==> config.mk <==
export PLATFORM = sky130hd
export DESIGN_NAME = sample_window
export DESIGN_NICKNAME = d
export VERILOG_FILES = /design/src/rtl/sample_window.sv
export SDC_FILE = /design/constraint.sdc
export NUM_CORES = 2
export LEC_CHECK = 0
export ABC_CLOCK_PERIOD_IN_PS = 2800
export BUFFER_PORTS_ARGS = -buffer_cell sky130_fd_sc_hd__clkbuf_2
export CORE_ASPECT_RATIO = 1.25
export CORE_MARGIN = 10
export CORE_UTILIZATION = 55
export CTS_CLUSTER_DIAMETER = 120
export CTS_CLUSTER_SIZE = 24
export DETAILED_ROUTE_END_ITERATION = 8
export PLACE_DENSITY = 0.79
export SKIP_CTS_REPAIR_TIMING = 1
export SYNTH_ARGS = -nofsm -noshare
export SYNTH_HDL_FRONTEND = slang
export SYNTH_SLANG_ARGS = --single-unit
==> constraint.sdc <==
create_clock -name clk -period 2.8 [get_ports clk]
set_clock_uncertainty 0.1 [all_clocks]
set_input_delay 0.14 -clock clk [delete_from_list [all_inputs] [get_ports clk]]
set_output_delay 0.14 -clock clk [all_outputs]
set_load 0.02 [all_outputs]
==> src/rtl/sample_window.sv <==
// sample_window: sliding window of signed samples with absolute indices, emitted every STRIDE accepts
module sample_window #(
  parameter int WINDOW_SIZE = 7,
  parameter int STRIDE = 1,
  parameter logic [31:0] IDX_RESET = '0
) (
  input  logic clk,
  input  logic rst_n,
  input  logic flush,
  input  logic in_valid,
  output logic in_ready,
  input  logic signed [31:0] in_data,
  output logic win_valid,
  input  logic win_ready,
  output logic signed [31:0] win_data [0:WINDOW_SIZE-1],
  output logic signed [31:0] win_x [0:WINDOW_SIZE-1],
  output logic [31:0] win_count
);
  typedef enum logic [1:0] {FILL, STREAM, EMIT} state_t;
  state_t state;
  logic signed [31:0] sh_data [0:WINDOW_SIZE-1];
  logic signed [31:0] sh_x [0:WINDOW_SIZE-1];
  logic [31:0] fill_cnt, stride_cnt, sample_idx;
  logic acc, fire;
  assign in_ready = ~win_valid | win_ready;
  assign acc = in_valid & in_ready & ~flush;
  assign fire = (state == EMIT) & in_ready;
  // shift register of samples and their indices; index counter survives flush
  always_ff @(posedge clk or negedge rst_n) begin
    if (!rst_n) begin
      for (int i = 0; i < WINDOW_SIZE; i++) begin
        sh_data[i] <= '0;
        sh_x[i] <= '0;
      end
      sample_idx <= IDX_RESET;
    end else if (acc) begin
      for (int i = 0; i < WINDOW_SIZE-1; i++) begin
        sh_data[i] <= sh_data[i+1];
        sh_x[i] <= sh_x[i+1];
      end
      sh_data[WINDOW_SIZE-1] <= in_data;
      sh_x[WINDOW_SIZE-1] <= sample_idx;
      sample_idx <= sample_idx + 32'd1;
    end
  end
  // fill/stride sequencing and registered window outputs; EMIT waits until the held window is taken
  always_ff @(posedge clk or negedge rst_n) begin
    if (!rst_n) begin
      state <= FILL;
      fill_cnt <= '0;
      stride_cnt <= '0;
      win_valid <= 1'b0;
      win_count <= '0;
      for (int i = 0; i < WINDOW_SIZE; i++) begin
        win_data[i] <= '0;
        win_x[i] <= '0;
      end
    end else if (flush) begin
      state <= FILL;
      fill_cnt <= '0;
      stride_cnt <= '0;
      win_valid <= 1'b0;
      win_count <= '0;
    end else begin
      if (fire) begin
        win_data <= sh_data;
        win_x <= sh_x;
        win_valid <= 1'b1;
        win_count <= win_count + 32'd1;
      end else if (win_ready) begin
        win_valid <= 1'b0;
      end
      case (state)
        FILL: if (acc) begin
          fill_cnt <= fill_cnt + 32'd1;
          stride_cnt <= '0;
          state <= (fill_cnt == 32'(WINDOW_SIZE-1)) ? EMIT : FILL;
        end
        STREAM: if (acc) begin
          stride_cnt <= (stride_cnt == 32'(STRIDE-1)) ? '0 : stride_cnt + 32'd1;
          state <= (stride_cnt == 32'(STRIDE-1)) ? EMIT : STREAM;
        end
        default: if (fire) begin
          stride_cnt <= (acc && STRIDE > 1) ? 32'd1 : '0;
          state <= (acc && STRIDE == 1) ? EMIT : STREAM;
        end
      endcase
    end
  end
endmodule
Yosys cells after proc, flatten, opt, wreduce, memory -nomap -nowiden
Index checks and enable logic that the tools add are counted.

Add/subtract/negate cells: 4. Equal/unequal tests: 5. Mux-type cells: 22. Bitwise logic cells: 6. Reduce and logical (&&, ||, !) cells: 10.

Operators with widths (number): $mux 32 (10); $add 32x1->32 const B (4); $pmux 32 s2 (1); $eq 32x3->1 const B (1); $logic_not 32->1 (1); $mux 2 (7); $ne 3x3->1 const B (2); $reduce_bool 2->1 (3); $pmux 2 s2 (1); $reduce_and 2->1 (2); $reduce_bool 4->1 (1); $and 1x1->1 (3); $mux 1 (3); $reduce_and 3->1 (1); $reduce_bool 3->1 (1); $eq 2x1->1 const B (1); $eq 2x2->1 const B (1); $logic_not 2->1 (1); $not 1->1 (2); $or 1x1->1 (1).

Register bits: 1027. Input port bits: 37. Output and inout bits: 482. Word-level logic and storage cells: 81.

Longest topological paths before layout
Word-level depth: 8. Depth in mapped cells: 10.

Least setup slack after synthesis
Ideal clock, no wire load.

Kind: register to register. Start: register win_valid. End: register stride_cnt[19]. Library setup time: 78 ps. Arrival time: 2129 ps. Required time: 2622 ps. Path slack: 493 ps. Cell stages (with the launch flop): 9. Buffers on the path: 2. Cells stage by stage: dfrtp_1 > nor2b_1 > buf_6 > inv_4 > a31oi_4 > or3_1 > clkbuf_1 > or4_1 > a21oi_1.

Longest elaborated chain between the ends: 6. Elaborated cells on any way between the ends: 9.

Ends and longest elaborated chain: start, declared (line 13) `output logic win_valid,`; start signal, assigned (line 52) `win_valid <= 1'b0;`; start signal, assigned (line 62) `win_valid <= 1'b0;`; start signal, assigned (line 68) `win_valid <= 1'b1;`; $not 1->1 (*) (line 25) `assign in_ready = ~win_valid | win_ready;`; $or 1x1->1 (*) (line 25); net in_ready (line 11) `output logic in_ready,`; $and 1x1->1 (2 in series) (line 26) `assign acc = in_valid & in_ready & ~flush;`; $ne 3x3->1 (no source line); $reduce_and 3->1 (no source line) (*); end signal, assigned (line 80) `stride_cnt <= (stride_cnt == 32'(STRIDE-1)) ? '0 : stride_cnt + 32'd1;`; end signal, assigned (line 84) `stride_cnt <= (acc && STRIDE > 1) ? 32'd1 : '0;`; end, declared (line 23) `logic [31:0] fill_cnt, stride_cnt, sample_idx;`.

Mark *: on every way through the listed nets, which the timed path passes. The rest lies on a longest branch. A chain may end at the register's enable or synchronous reset.

Final worst setup path
Start: register win_valid. End: register win_count[29].

Longest elaborated chain between the ends: 4.

Ends and longest elaborated chain: $not 1->1 (line 25); $or 1x1->1 (line 25); $and 1x1->1 (line 27) `assign fire = (state == EMIT) & in_ready;`; $reduce_bool 2->1 (no source line); end signal, assigned (line 69) `win_count <= win_count + 32'd1;`; end, declared (line 17) `output logic [31:0] win_count`.

No other way between the ends.

==> impl_metrics.toml <==
[layout]
drive_gt1_frac = 0.498
fillers = 5148
num_antenna_cells = 0
finalNetCount = 3146
final-instance-count-excl-fill = 4048
syn_to_final_growth_pct = 14.0

[synth]
synth_compound_area_frac = 0.00931
synth_top_area_cell = "dfrtp_1"
netlist.area_leader.share = 0.650
netlist-cell-type-count = 46
synth_area_per_cell_sq_um = 15.4
synth_top_family_by_area = "multiplexers"
synth_fp_nets = 2608
synth_area_leaders = "dfrtp_1, mux2_2, xor2_1"
yosysSeqAreaShare = 0.650
synthAdderAreaFrac = 0.00190
ys_warn_count = 0
synth_xor_xnor_area_share = 0.0217
netlist_area_sq_um = 39500
muxShareOfSynthArea = 0.255
ys_ff_latch = 1027
yosys.area_share.simple = 0.0455
netlist_instances = 2565

[cts]
h-tree-depth = 2
path_clk_slew_ns = 0.10
ctsRootBufferMaster = "clkbuf_16"
ctsLongestPathBuffers = 3
clock_sinks = 1027
cts_tree = "done"
cts_buffers = 48
clk_latency_ns = 0.62

[sta]
rsz0062_at_grt = "false"
worst_slack_ns = 0.249
tightest_slew_ns = 0.901
fmax_ghz = 0.392
post-route-min-period_ns = 2.55
setup_viol = 0
maxSlewViolCount = 0
slew_headroom = 0.399
tns_ns = 0
hold_ws_ns = -0.0135
hold_violations = 7
fin_crit_sh = 0.911

[worst_setup_path]
crit_type = "register to register"
cp_max_fo = 11
critical-path-max-stage-delay_ns = 0.51
r2r-end = "win_count[29]"
start_kind = "register"
worstPathCellList = "nor2b_1 > nor3_4 > nor2b_4 > or3b_1 > or3_1 > a21oi_1"
crit_slowest_cell = "or3b_1"
r2r_cells = 6
rrSetupSlack_ns = 0.25
cp.arrival_ns = 2.99
r2r_start = "win_valid"
critPathCaptureType = "register"
worst_ep_required_time_ns = 3.24

[route]
antenna_left = 0
dr.pass1.iters = 7
wl_met3_um = 6610
vias_per_cell = 5.60
drt-initial-drc-count = 1529
top_layer = "met4"
via_count = 22662
avgRoutedWirePerCell_um = 22.3
wl_met1_um = 35500
route.met2.wl_um = 46200
wl_um = 90200
drc = 0

[run]
drv_cap = 0

[floorplan]
ios = 519
start_util = 0.557
core_sq_um = 70900
die_w_um = 260
die_h_um = 320
die_area_sq_um = 83000
num_rows = 109

[placement]
pre_cts_ws_ns = 0.194
placed_cells = 3961
hpwl_um = 65200
port_buffers = 518
place_congestion = 0.833

[status]
violations = "negative hold slack"
status = "finished with violations"

[global_route]
grt_pass1_wl_um = 141000
grt_use_total = 0.214
grt_pass1_vias = 23911
grt_antenna_before_repair = 0
grt_max_degree = 150
grt-ovfl-total = 0

[pwr]
p_per_area_nw_per_um2 = 618
peakVddDrop_mv = 0.673
p_leak_uw = 0.0227

[hold_path]
min_path_type = "primary input to asynchronous set/reset pin"
cells in the final DEF (no fill, tap or decap), drive strengths merged, types with 36 or more instances in the layout:
cell type,instances
dfrtp,1027
mux2,896
clkbuf,566
nor2,87
nand2,62
buf,61
xor2,54
xnor2,44
nand3,43
nand4,36
power breakdown:
| group | internal [uW] | switching [uW] | total [uW] |
|---|---|---|---|
| Combinational | 1420 | 1010 | 2430 |
| Clock | 3150 | 4390 | 7540 |
| Sequential | 16400 | 1490 | 17900 |
cells by family (layout without fill, tap and decap cells):
group | count (synthesis) | after routing
simple gates | 340 | 340
flops | 1027 | 1027
buf+inv | 137 | 677
fa+ha+maj | 6 | 6
compound gates | 61 | 61
xor+xnor | 98 | 98
mux | 896 | 896
flip-flops by register name, indices dropped and copies added, names as in the netlist:
signal,count
stride_cnt,32
win_data,224
state,2
fill_cnt,32
win_x,224
sample_idx,32
sh_x,224
sh_data,224
win_valid,1
win_count,32
Yosys cell counts (all sizes together):
library cell  number
nand4b             1
or2                3
or3               18
xor2              54
nor2              87
or4                4
nand4             36
inv               12
and4b              2
nand3             43
nor4              19
a31oi             10
a211o              1
nor3b              2
xnor2             44
nand2             62
or3b               1
o31ai              2
and3              20
and4              12
nor2b              2
nor4b              4
nand2b             1
clkbuf            38
ha                 6
a21oi             21
dfrtp           1027
a32oi              1
a31o               1
o21ai             20
o211ai             2
and2               3
buf               87
a211oi             3
nor3              20
mux2             896
through the flow:
stage               power [uW]  utilization  cell area (sq um)
floorplan                19100            -              39500
global placement         20400        0.613              43400
detailed placement       20700        0.613              43400
CTS                      28200        0.630              44700
global route             29100        0.635              45100
finish                   27800        0.635              45100
critical path: cells and delay by family (launching register included):
family,cells,cell delay (ns)
AND/OR/NAND/NOR,5,1.82
AO/OA/AOI/OAI,1,0.18
flip-flops,1,0.39
layer usage:
layer  GRT usage  vias to the layer above
li1            -                    10082
met1       0.261                    11925
met2       0.369                      565
met3      0.0596                       90
met4      0.0488                        0
met5           0                        -
how the worst max path moves through the flow:
stage	start	to	slack, ns
floorplan	win_valid	stride_cnt[19]	0.49
global route	win_valid	sample_idx[30]	0.03
global placement	win_valid	sample_idx[31]	0.27
detailed placement	win_valid	sample_idx[31]	0.19
finish	win_valid	win_count[29]	0.25
CTS	win_valid	sample_idx[29]	0.13
final cells by class:
class                   count  area, sq um  share of cell area
clock buffers              49         1230              0.0272
clock inverters             3         25.0            0.000555
inverters                  12         47.5             0.00106
multi-input cells        1401        13200               0.293
flip-flops and latches   1027        25700               0.570
well taps                 943         1180              0.0262
repair buffers            613         3670              0.0814
Note: power is estimated with default switching activity, not from simulation.
